$ cat src/rtl/cache_ctrl_nway.sv
// cache_ctrl_nway: N-way set-associative write-back cache controller with
// per-set tree-PLRU replacement, multi-beat dfp bursts and a re-lookup after
// every line fill. Tag compare lives outside; this block only consumes the
// per-way valid/dirty/match vectors of the addressed set.
// Optional feature macro: CACHE_WRITE_NO_ALLOC_EN (write misses bypass the
// cache with a single-beat dfp write instead of allocating).
//
// Handshakes: ufp_Read_i/ufp_Write_i are held by the requester until the
// single-cycle ufp_Resp_o pulse; dfp_Read_o/dfp_Write_o stay high for the
// whole burst and every dfp_Resp_i pulse completes exactly one beat.
module cache_ctrl_nway #(
    parameter int WAYS   = 4,
    parameter int SETS   = 16,
    parameter int BEATS  = 4,
    localparam int SET_W  = $clog2(SETS),
    localparam int BEAT_W = (BEATS > 1) ? $clog2(BEATS) : 1,
    localparam int WAY_W  = $clog2(WAYS)
) (
    input  logic              clk,
    input  logic              rst_n,
    input  logic              ufp_Read_i,
    input  logic              ufp_Write_i,
    input  logic [SET_W-1:0]  ufp_Set_i,
    input  logic [WAYS-1:0]   way_Valid_i,
    input  logic [WAYS-1:0]   way_Dirty_i,
    input  logic [WAYS-1:0]   way_Match_i,
    input  logic              dfp_Resp_i,
    output logic              ufp_Resp_o,
    output logic              dfp_Read_o,
    output logic              dfp_Write_o,
    output logic [BEAT_W-1:0] dfp_Beat_o,
    output logic [2:0]        Sram_Op_o,
    output logic [WAYS-1:0]   Way_Sel_o
);

    localparam logic [2:0] OP_NOP       = 3'd0;
    localparam logic [2:0] OP_HIT_READ  = 3'd1;
    localparam logic [2:0] OP_HIT_WRITE = 3'd2;
    localparam logic [2:0] OP_FILL_BEAT = 3'd3;
    localparam logic [2:0] OP_FILL_DONE = 3'd4;
    localparam logic [WAYS-1:0] ONE_HOT0 = {{(WAYS-1){1'b0}}, 1'b1};
    localparam logic [BEAT_W-1:0] LAST_BEAT = BEAT_W'(BEATS - 1);

    typedef enum logic [2:0] {
        S_IDLE, S_COMPARE, S_WRITE_BACK, S_ALLOCATE, S_BYPASS
    } state_e;

    state_e              state_q, state_d;
    logic                op_write_q, op_write_d;
    logic [SET_W-1:0]    set_q, set_d;
    logic [WAY_W-1:0]    victim_q, victim_d;
    logic [BEAT_W-1:0]   ctr_q, ctr_d;
    logic [WAYS-2:0]     plru_q [SETS];

    logic [WAYS-1:0]     hit_vec;
    logic [WAY_W-1:0]    hit_idx, inv_idx, plru_vic, miss_vic;
    logic                any_inv;
    logic [WAYS-2:0]     plru_cur, plru_nxt;
    logic                touch_en;
    logic [WAY_W-1:0]    touch_way;

    // Walk the tree from the root; a 0 bit steers to the left child.
    function automatic logic [WAY_W-1:0] plru_victim(input logic [WAYS-2:0] bits);
        int   node;
        logic dir;
        node = 1;
        for (int l = 0; l < WAY_W; l++) begin
            dir = 1'b0;
            for (int n = 1; n < WAYS; n++)
                if (n == node) dir = bits[n-1];
            node = 2 * node + int'(dir);
        end
        return WAY_W'(node - WAYS);
    endfunction

    // Point every node on the path of 'way' towards the other subtree.
    function automatic logic [WAYS-2:0] plru_touch(input logic [WAYS-2:0] bits,
                                                   input logic [WAY_W-1:0] way);
        logic [WAYS-2:0] r;
        int              node;
        r    = bits;
        node = int'(way) + WAYS;
        for (int l = 0; l < WAY_W; l++) begin
            for (int n = 1; n < WAYS; n++)
                if (n == node / 2) r[n-1] = ((node % 2) == 0);
            node = node / 2;
        end
        return r;
    endfunction

    // Hit detection, lowest invalid way and PLRU candidate for the latched set.
    always_comb begin
        hit_vec = way_Valid_i & way_Match_i;
        hit_idx = '0;
        inv_idx = '0;
        for (int i = WAYS - 1; i >= 0; i--) begin
            if (hit_vec[i])      hit_idx = WAY_W'(i);
            if (!way_Valid_i[i]) inv_idx = WAY_W'(i);
        end
        any_inv  = ~&way_Valid_i;
        plru_cur = plru_q[set_q];
        plru_vic = plru_victim(plru_cur);
        miss_vic = any_inv ? inv_idx : plru_vic;
        plru_nxt = plru_touch(plru_cur, touch_way);
    end

    // Next-state and output decode.
    always_comb begin
        state_d    = state_q;
        op_write_d = op_write_q;
        set_d      = set_q;
        victim_d   = victim_q;
        ctr_d      = ctr_q;
        touch_en   = 1'b0;
        touch_way  = '0;
        ufp_Resp_o  = 1'b0;
        dfp_Read_o  = 1'b0;
        dfp_Write_o = 1'b0;
        dfp_Beat_o  = '0;
        Sram_Op_o   = OP_NOP;
        Way_Sel_o   = '0;
        case (state_q)
            S_IDLE: begin
                if (ufp_Read_i || ufp_Write_i) begin
                    op_write_d = ~ufp_Read_i;
                    set_d      = ufp_Set_i;
                    state_d    = S_COMPARE;
                end
            end
            S_COMPARE: begin
                if (|hit_vec) begin
                    ufp_Resp_o = 1'b1;
                    Sram_Op_o  = op_write_q ? OP_HIT_WRITE : OP_HIT_READ;
                    Way_Sel_o  = ONE_HOT0 << hit_idx;
                    touch_en   = 1'b1;
                    touch_way  = hit_idx;
                    state_d    = S_IDLE;
                end else begin
`ifdef CACHE_WRITE_NO_ALLOC_EN
                    if (op_write_q) begin
                        state_d = S_BYPASS;
                    end else
`endif
                    begin
                        victim_d = miss_vic;
                        state_d  = (way_Valid_i[miss_vic] && way_Dirty_i[miss_vic])
                                   ? S_WRITE_BACK : S_ALLOCATE;
                    end
                end
            end
            S_WRITE_BACK: begin
                dfp_Write_o = 1'b1;
                dfp_Beat_o  = ctr_q;
                Way_Sel_o   = ONE_HOT0 << victim_q;
                if (dfp_Resp_i) begin
                    if (ctr_q == LAST_BEAT) begin
                        ctr_d   = '0;
                        state_d = S_ALLOCATE;
                    end else begin
                        ctr_d = ctr_q + BEAT_W'(1);
                    end
                end
            end
            S_ALLOCATE: begin
                dfp_Read_o = 1'b1;
                dfp_Beat_o = ctr_q;
                Way_Sel_o  = ONE_HOT0 << victim_q;
                if (dfp_Resp_i) begin
                    if (ctr_q == LAST_BEAT) begin
                        Sram_Op_o = OP_FILL_DONE;
                        touch_en  = 1'b1;
                        touch_way = victim_q;
                        ctr_d     = '0;
                        state_d   = S_COMPARE;
                    end else begin
                        Sram_Op_o = OP_FILL_BEAT;
                        ctr_d     = ctr_q + BEAT_W'(1);
                    end
                end
            end
`ifdef CACHE_WRITE_NO_ALLOC_EN
            S_BYPASS: begin
                dfp_Write_o = 1'b1;
                if (dfp_Resp_i) begin
                    ufp_Resp_o = 1'b1;
                    state_d    = S_IDLE;
                end
            end
`endif
            default: state_d = S_IDLE;
        endcase
    end

    // Control registers.
    always_ff @(posedge clk or negedge rst_n) begin
        if (!rst_n) begin
            state_q    <= S_IDLE;
            op_write_q <= 1'b0;
            set_q      <= '0;
            victim_q   <= '0;
            ctr_q      <= '0;
        end else begin
            state_q    <= state_d;
            op_write_q <= op_write_d;
            set_q      <= set_d;
            victim_q   <= victim_d;
            ctr_q      <= ctr_d;
        end
    end

    // PLRU tree bits; only the latched set is ever updated.
    always_ff @(posedge clk or negedge rst_n) begin
        if (!rst_n) begin
            for (int i = 0; i < SETS; i++) plru_q[i] <= '0;
        end else if (touch_en) begin
            plru_q[set_q] <= plru_nxt;
        end
    end

endmodule

$ cat config.mk
export PLATFORM = sky130hd
export DESIGN_NAME = cache_ctrl_nway
export DESIGN_NICKNAME = d
export VERILOG_FILES = /design/src/rtl/cache_ctrl_nway.sv
export SDC_FILE = /design/constraint.sdc
export NUM_CORES = 1
export LEC_CHECK = 0
export CAP_MARGIN = 20
export CELL_PAD_IN_SITES_DETAIL_PLACEMENT = 1
export CELL_PAD_IN_SITES_GLOBAL_PLACEMENT = 1
export CORE_MARGIN = 10
export CORE_UTILIZATION = 41
export DETAILED_ROUTE_END_ITERATION = 7
export PLACE_DENSITY = 0.71
export REMOVE_ABC_BUFFERS = 1
export SYNTH_ARGS = -nofsm -noshare
export SYNTH_HDL_FRONTEND = slang
export SYNTH_SLANG_ARGS = --single-unit
$ cat constraint.sdc
create_clock -name clk -period 5.75 [get_ports clk]
set_input_delay 1.15 -clock clk [delete_from_list [all_inputs] [get_ports clk]]
set_output_delay 1.15 -clock clk [all_outputs]
set_load 0.02 [all_outputs]
== After elaboration in Yosys (flattened, before gate mapping) ==
Cells that the tools add are included.

* Bits in registers: 60
* Input port bits: 21
* Word-level logic and storage cells: 126

* Add/sub/neg operators: 7
* Order comparisons: 3
* Eq/ne operators: 18
* Shifts and indexed selects: 2
* Multiplexer cells: 56
* Bitwise logic cells: 6
* Reductions and logical operators: 13

{| class="wikitable"
|+ Operator list
! cell !! count
|-
| equality test 3 x 32 -> 1 bit (first input constant) || 4
|-
| adder 32 x 1 -> 32 bit || 2
|-
| equality test 2 x 32 -> 1 bit (first input constant) || 2
|-
| zero test 32 bit || 2
|-
| bitwise mux 48 bit || 1
|-
| two-way mux 2 bit || 17
|-
| two-way mux 3 bit || 10
|-
| two-way mux 1 bit || 18
|-
| binary-select mux 3 bit (select 4 bit) || 1
|-
| demux 3 bit (select 4 bit) || 1
|-
| one-hot mux 3 bit (4 select lines) || 1
|-
| inequality test 2 bit (second input constant) || 5
|-
| one-hot mux 4 bit (2 select lines) || 1
|-
| << shifter 1 x 2 -> 4 bit (first input constant) || 2
|-
| equality test 2 x 3 -> 1 bit (first input constant) || 2
|-
| equality test 3 x 2 -> 1 bit (second input constant) || 2
|-
| one-hot mux 3 bit (2 select lines) || 1
|-
| AND reduction 2 bit || 3
|-
| >= comparator 5 bit (second input constant) || 1
|-
| less-than comparator 5 x 1 -> 1 bit (second input constant) || 1
|-
| NOT 4 -> 5 bit || 1
|-
| AND reduction 5 bit || 1
|-
| adder 2 x 3 -> 4 bit (second input constant) || 1
|-
| AND 4 bit || 1
|-
| 21 further kinds || 24
|}

== Depth between registers and ports, before layout ==
Gate-level depths: netlist (run 1).

* Depth after elaboration: 18
* Mapped depth: 10
* Depth with buffers taken out: 7

== Worst setup path before layout (run 1) ==
OpenSTA, ideal clock, no wires.

* Path type: input to output
* Start point: in way_Valid_i[2]
* End point: out Sram_Op_o[0]
* Arrival time: 2341 ps
* Setup slack: 2259 ps
* Stages: 5
* Path buffers: 1
* Cell sequence: buf_2 > a22oi_2 > a31oi_2 > inv_1 > o21ai_0

* Cells in the longest elaborated chain, start to end: 4

{| class="wikitable"
|+ RTL lines
! item !! line !! RTL
|-
| start, declared || 24 || <nowiki>input logic [WAYS-1:0] way_Valid_i,</nowiki>
|-
| AND 4 bit || 93 || <nowiki>hit_vec = way_Valid_i & way_Match_i;</nowiki>
|-
| OR reduction 4 bit || 131 || <nowiki>if (|hit_vec) begin</nowiki>
|-
| two-way mux 2 bit || 131 ||
|-
| one-hot mux 3 bit (2 select lines) || 122 || <nowiki>case (state_q)</nowiki>
|-
| end, declared || 32 || <nowiki>output logic [2:0] Sram_Op_o,</nowiki>
|}

No other way between the ends.

== Worst setup path in the final report (run 1) ==
* Start point: in way_Valid_i[1]
* End point: out Sram_Op_o[0]

Same word-level chain as after synthesis.

==> results of run 1 <==
## cell type report
type,count,share of cell area
repair buffers,34,0.0871
well taps,102,0.0337
clock buffers,12,0.0409
flip-flops and latches,59,0.389
clock inverters,4,0.0191
multi-input cells,183,0.426
inverters,4,0.00396
## registers in the layout, summed over array words and instances, names as in the netlist
signal / cells
op_write_q: 1
set_q: 4
state_q: 2
ctr_q: 2
victim_q: 2
plru_q: 48
## report_power, final
group | internal [µW] | leakage [µW] | total [µW] | switching (µW)
logic | 437 | 0.000763 | 858 | 420
registers | 595 | 0.000737 | 760 | 164
clock network | 267 | 0.000113 | 428 | 161
## cell usage in the layout, fill, tap and decap left out, types with 2 or more instances in the layout
| master | count |
|---|---|
| nand3b_1 | 3 |
| inv_1 | 3 |
| mux2_2 | 43 |
| and2_1 | 5 |
| o21ai_0 | 3 |
| nand4_1 | 2 |
| bufinv_16 | 2 |
| buf_4 | 2 |
| nor3_1 | 2 |
| a22oi_1 | 2 |
| and3_1 | 2 |
| nor2b_1 | 4 |
| o211a_1 | 2 |
| mux2_1 | 11 |
| nand3_1 | 12 |
| nand2b_1 | 5 |
| mux2i_1 | 6 |
| nand2_1 | 26 |
| nor4_2 | 2 |
| nor2_1 | 14 |
| nor2_2 | 2 |
| mux4_1 | 6 |
| dfrtp_1 | 59 |
| clkbuf_8 | 11 |
| mux4_2 | 4 |
| o22ai_1 | 3 |
| a21oi_1 | 5 |
| clkdlybuf4s50_1 | 31 |
## per-stage QoR
stage                util  cell area (µm²)  instances  power [µW]  hold WS, ps
floorplan               -             3110        246        1330          452
global placement    0.466             3560        382        1600          469
CTS                 0.496             3790        398        2070          492
detailed placement  0.466             3560        382        1630          477
global route        0.496             3790        398        2190          518
finish              0.496             3790        398        2050          489
## per-layer routing
layer  up-vias  global-route usage  wire [µm]
met2        37               0.224       3640
li1       1016                   -          -
met4         0              0.0395         82
met3         9              0.0345        294
met1      1122               0.175       3590
met5         -                   0          0
## synth_stat cells (2+ instances only)
cell / n / area [µm²]
a22oi_1: 2 / 15.0
mux4_2: 4 / 90.1
and2_1: 5 / 31.3
nor2_2: 2 / 12.5
clkbuf_1: 3 / 11.3
inv_1: 3 / 11.3
nand3b_1: 3 / 22.5
mux4_1: 6 / 158
mux2_2: 43 / 484
buf_2: 6 / 30.0
dfrtp_1: 59 / 1480
nor2b_1: 4 / 25.0
nand2_1: 26 / 97.6
nor4_2: 2 / 25.0
and3_1: 2 / 12.5
nand4_1: 2 / 12.5
buf_6: 2 / 22.5
nor2_1: 14 / 52.6
o211a_1: 2 / 20.0
nand2b_1: 5 / 31.3
nand3_1: 12 / 60.1
nor3_1: 2 / 10.0
mux2_1: 11 / 124
o22ai_1: 3 / 18.8
a21oi_1: 5 / 25.0
mux2i_1: 6 / 60.1
o21ai_0: 3 / 15.0
## worst max path at each step
| stage | from | slack [ps] | endpoint |
|---|---|---|---|
| after floorplan | way_Match_i[1] | 2380 | Sram_Op_o[0] |
| after global placement | way_Valid_i[2] | 1540 | Sram_Op_o[0] |
| after detailed placement | way_Valid_i[1] | 1510 | Sram_Op_o[0] |
| after CTS | way_Valid_i[1] | 1510 | Sram_Op_o[0] |
| after global routing | way_Valid_i[1] | 1320 | Sram_Op_o[0] |
| final | way_Valid_i[1] | 1510 | Sram_Op_o[0] |
## cells by family after synthesis
group	Yosys count
mux	72
compound gates	28
flops	59
simple gates	82
buf+inv	17
fa+ha+maj	1
==> run_results.csv, run 1 <==
group,metric,value,unit
run_status,status,"finished, final reports clean",
power,p_leak,0.00161,µW
floorplanning,fp-row-count,32,
clock_tree,post-cts-setup-buffer-count,0,
worst_setup_path,worst_r2r_path_depth,6,
worst_setup_path,startpoint_type,"input pin",
worst_setup_path,ff2ff_setup_slack,2770,ps
detailed_routing,wl,7600,µm
synth,synth_cells,259,
synth,synth_top_family_by_area,"multiplexers",
clock_tree,cts_resized,0,
grt,grt.total_usage,0.137,
worst_setup_path,crit_family,"buffers and inverters",
floorplanning,dieArea,11700,µm²
placement,portBuffers,32,
floorplanning,die_h,108,µm
synth,synth_edf_count,0,
worst_setup_path,path_common_cell,"clkdlybuf4s50_1",
detailed_routing,via_per_inst,5.49,
worst_setup_path,crit_fanout,7,
synth,synth_seq_cells,59,
timing,max_slew_margin,0.378,
worst_setup_path,crit_arrival,3090,ps
finish,multiInputGateArea,1620,µm²
power,ir_worst_vdd,0.221,mV
grt,grt_max_degree,60,
timing,tightest_slew,934,ps
placement,hpwl,5440,µm
clock_tree,insertion_delay,330,ps
detailed_routing,drtAntennaViolNets,0,
worst_setup_path,cp-end-kind,"output pin",
detailed_routing,wire_per_inst,19.1,µm
synth,synthMuxAreaShare,0.295,
synth,synth_compound_area_frac,0.0736,
timing,post-route-min-period,4240,ps
clock_tree,cts_tree,"yes",
finish,syn_to_final_growth,18.6,%
timing,fmax,236,MHz
clock_tree,clock-root-buffer,"clkbuf_8",
grt,grt_pass1_wl,12800,µm
worst_setup_path,path_class,"in2out",
timing,setup_slack,1510,ps
synth,yosys.area_share.simple,0.132,
floorplanning,die_w,108,µm
worst_setup_path,reg2reg_from,"state_q[1]$_DFFE_PN0P_",
clock_tree,path_clk_slew,70,ps
synth,synth-seq-area-share,0.462,
floorplanning,ios,33,
synth,synthAdderAreaFrac,0.00391,
worst_setup_path,crit_slowest_cell,"clkdlybuf4s50_1",
min_path,min_to,"plru_q[6]$_DFFE_PN0P_",
grt,antenna_found_initial,0,
worst_setup_path,cp.depth,6,
clock_tree,cts.sinks,59,
clock_tree,clockBufferDepth,2,
timing,hold_violations,0,
timing,tns,0,ps
detailed_routing,drcViolationCount,0,
timing,final-setup-viol-count,0,
finish,n_antenna_cell,0,
worst_setup_path,cp_cell_sequence,"clkdlybuf4s50_1 -> nand2_1 -> a31oi_2 -> inv_1 -> o21ai_0 -> clkdlybuf4s50_1",
detailed_routing,first_iter_violations,138,
synth,async_flop_share,1.00,
finish,fillers,805,
flow_run,drv_cap,0,
timing,fin_skew,7.56,ps
detailed_routing,vias,2184,
power,powerDensity,539,nW/µm²
worst_setup_path,cp.required,4600,ps
synth,synthesis.area,3200,µm²
synth,synthXorXnorAreaFrac,0,
placement,pre_cts_slack,1510,ps
grt,gr-total-overflow,0,
floorplanning,start_util,0.418,
clock_tree,ctsHoldBuffers,0,
synth,syn_avg_cell_area,12.3,µm²
worst_setup_path,critPathMaxStageDelay,630,ps
timing,maxSlewViolCount,0,
floorplanning,core,7650,µm²
worst_setup_path,r2r_end,"plru_q[34]$_DFFE_PN0P_",
placement,place_congestion,0.754,
timing,rsz0062_at_grt,"no",
min_path,hold_depth,1,
worst_setup_path,cp_num_buf_inv,3,
clock_tree,cts_htree_levels,3,
clock_tree,numCtsBuffers,9,
min_path,hold_class,"reg2reg",
finish,fin_nets,313,
synth,yosys.cell_types.count,49,
grt,grt_pass1_vias,2410,
finish,post_route_cells_drive_above_1_share,0.270,
synth,ys.flop_type,"dfrtp_1",
finish,seqCellArea,1480,µm²
detailed_routing,drt_first_pass_iters,4,
min_path,worstHoldStart,"plru_q[6]$_DFFE_PN0P_",
synth,ys_warn_count,0,
timing,timing.final.crit_share,0.737,
(Power assumes the default switching activity.)
==> run 2, diff against run 1 <==
--- a/config.mk
+++ b/config.mk
@@ -11,7 +11,7 @@
 export CORE_MARGIN = 10
 export CORE_UTILIZATION = 41
 export DETAILED_ROUTE_END_ITERATION = 7
-export PLACE_DENSITY = 0.71
+export PLACE_DENSITY = 0.74
 export REMOVE_ABC_BUFFERS = 1
 export SYNTH_ARGS = -nofsm -noshare
 export SYNTH_HDL_FRONTEND = slang
==> constraint.sdc (replaced) <==
create_clock -name clk -period 3.8 [get_ports clk]
set_input_delay 0.76 -clock clk [delete_from_list [all_inputs] [get_ports clk]]
set_output_delay 0.76 -clock clk [all_outputs]
set_load 0.02 [all_outputs]
==> run_results.csv, run 2 (same netlist as run 1, synthesis figures left out) <==
group,metric,value,unit
worst_setup_path,cp.required,3040,ps
floorplanning,ios,33,
worst_setup_path,crit_arrival,2700,ps
power,p_leak,0.00163,µW
worst_setup_path,worst_r2r_path_depth,5,
timing,setup_slack,341,ps
detailed_routing,first_iter_violations,68,
finish,n_antenna_cell,0,
timing,post-route-min-period,3460,ps
finish,largest_reg_flops,48,
worst_setup_path,crit_family,"buffers and inverters",
worst_setup_path,startpoint_type,"input pin",
detailed_routing,via_per_inst,5.47,
placement,hpwl,5440,µm
detailed_routing,wl,7450,µm
placement,portBuffers,32,
grt,gr-total-overflow,0,
grt,grt_pass1_wl,12000,µm
timing,max_slew_margin,0.387,
clock_tree,clock-root-buffer,"clkbuf_8",
clock_tree,post-cts-setup-buffer-count,0,
floorplanning,fp-row-count,32,
run_status,status,"finished, final reports clean",
grt,grt_pass1_vias,2312,
worst_setup_path,ff2ff_setup_slack,930,ps
timing,fin_skew,12.3,ps
worst_setup_path,crit_slowest_cell,"clkdlybuf4s50_1",
floorplanning,die_w,108,µm
min_path,worstHoldStart,"plru_q[15]$_DFFE_PN0P_",
clock_tree,ctsHoldBuffers,0,
worst_setup_path,crit_fanout,9,
worst_setup_path,path_common_cell,"clkdlybuf4s50_1",
timing,rsz0062_at_grt,"no",
grt,grt_max_degree,37,
worst_setup_path,cp-end-kind,"output pin",
clock_tree,cts_resized,0,
placement,place_congestion,0.772,
grt,grt.total_usage,0.131,
floorplanning,start_util,0.418,
worst_setup_path,r2r_end,"plru_q[46]$_DFFE_PN0P_",
clock_tree,cts.sinks,59,
finish,syn_to_final_growth,19.5,%
worst_setup_path,cp_cell_sequence,"clkdlybuf4s50_1 -> a22oi_2 -> a31oi_2 -> inv_1 -> o21ai_0 -> clkdlybuf4s50_1",
clock_tree,cts_htree_levels,3,
min_path,hold_class,"reg2reg",
flow_run,drv_cap,0,
worst_setup_path,path_class,"in2out",
finish,fillers,805,
detailed_routing,vias,2186,
timing,timing.final.crit_share,0.910,
detailed_routing,wire_per_inst,18.6,µm
placement,pre_cts_slack,337,ps
floorplanning,die_h,108,µm
worst_setup_path,critPathMaxStageDelay,640,ps
timing,tightest_slew,919,ps
timing,maxSlewViolCount,0,
finish,post_route_cells_drive_above_1_share,0.272,
detailed_routing,drcViolationCount,0,
grt,antenna_found_initial,0,
min_path,hold_depth,1,
detailed_routing,drt_first_pass_iters,4,
power,powerDensity,839,nW/µm²
clock_tree,insertion_delay,340,ps
worst_setup_path,cp_num_buf_inv,3,
timing,fmax,289,MHz
clock_tree,cts_tree,"yes",
timing,final-setup-viol-count,0,
clock_tree,path_clk_slew,70,ps
clock_tree,numCtsBuffers,9,
worst_setup_path,reg2reg_from,"set_q[0]$_DFFE_PN0P_",
clock_tree,clockBufferDepth,2,
min_path,min_to,"plru_q[15]$_DFFE_PN0P_",
power,ir_worst_vdd,0.399,mV
finish,reg.largest.list,"plru_q (48), set_q (4)",
finish,regMostFlops,"plru_q",
timing,hold_violations,0,
finish,layout_common_cells,"dfrtp_1, mux2_2, clkdlybuf4s50_1, nand2_1, nor2_1",
detailed_routing,drtAntennaViolNets,0,
finish,fin_nets,315,
floorplanning,dieArea,11700,µm²
finish,layout_commonest_cell,"dfrtp_1",
timing,tns,0,ps
floorplanning,core,7650,µm²
-- run 2: cell types whose count changed in the layout (fill, tap and decap cells not counted) --
cell	change
clkbuf_1	+1
clkbuf_8	-1
clkinv_2	-1
bufinv_16	+1
buf_4	+2
-- run 2: final cells by class --
cell class	instances	area (µm²)	area share
clock inverter	4	97.6	0.0255
tap	102	128	0.0334
timing repair buffer	36	345	0.0903
clock buffer	12	145	0.0380
sequential	59	1480	0.386
inverter	4	15.0	0.00393
multi-input combinational	183	1620	0.423
-- run 2: worst max path at each step --
stage | to | slack, ps | depth (start not counted) | from
after floorplan | Sram_Op_o[0] | 1210 | 4 | way_Match_i[1]
after global placement | Sram_Op_o[0] | 380 | 6 | way_Valid_i[2]
after detailed placement | Sram_Op_o[0] | 340 | 6 | way_Valid_i[2]
after CTS | Sram_Op_o[0] | 330 | 6 | way_Valid_i[2]
after global routing | Sram_Op_o[0] | 200 | 6 | way_Valid_i[2]
final | Sram_Op_o[0] | 340 | 6 | way_Valid_i[2]
-- run 2: power by group --
part	internal (µW)	switching [µW]	total, µW	leakage [µW]
clock network	454	252	706	0.000117
logic	691	610	1300	0.000772
registers	918	283	1200	0.000737
total	2060	1140	3210	0.00163
-- run 2: worst reg2reg max path: cells and delay by family (launching register included) --
| kind | cells | cell delay [ps] |
|---|---|---|
| AND/OR/NAND/NOR | 1 | 260 |
| flip-flops | 1 | 950 |
| AO/OA/AOI/OAI | 1 | 250 |
| multiplexers | 3 | 1280 |
-- run 2: layer usage --
metal | GRT usage | wire length [µm]
met1 | 0.160 | 3390
met5 | 0 | 0
met4 | 0.0527 | 80
met2 | 0.216 | 3680
met3 | 0.0363 | 301
-- run 2: through the flow --
step	total power (µW)	hold WS [ps]	util	instance area, µm²	std cells
final	3210	487	0.500	3820	400
after global routing	3430	515	0.500	3820	400
after CTS	3240	492	0.500	3820	400
after detailed placement	2530	476	0.468	3580	384
after global placement	2480	467	0.468	3580	384
after floorplan	2010	452	-	3110	246
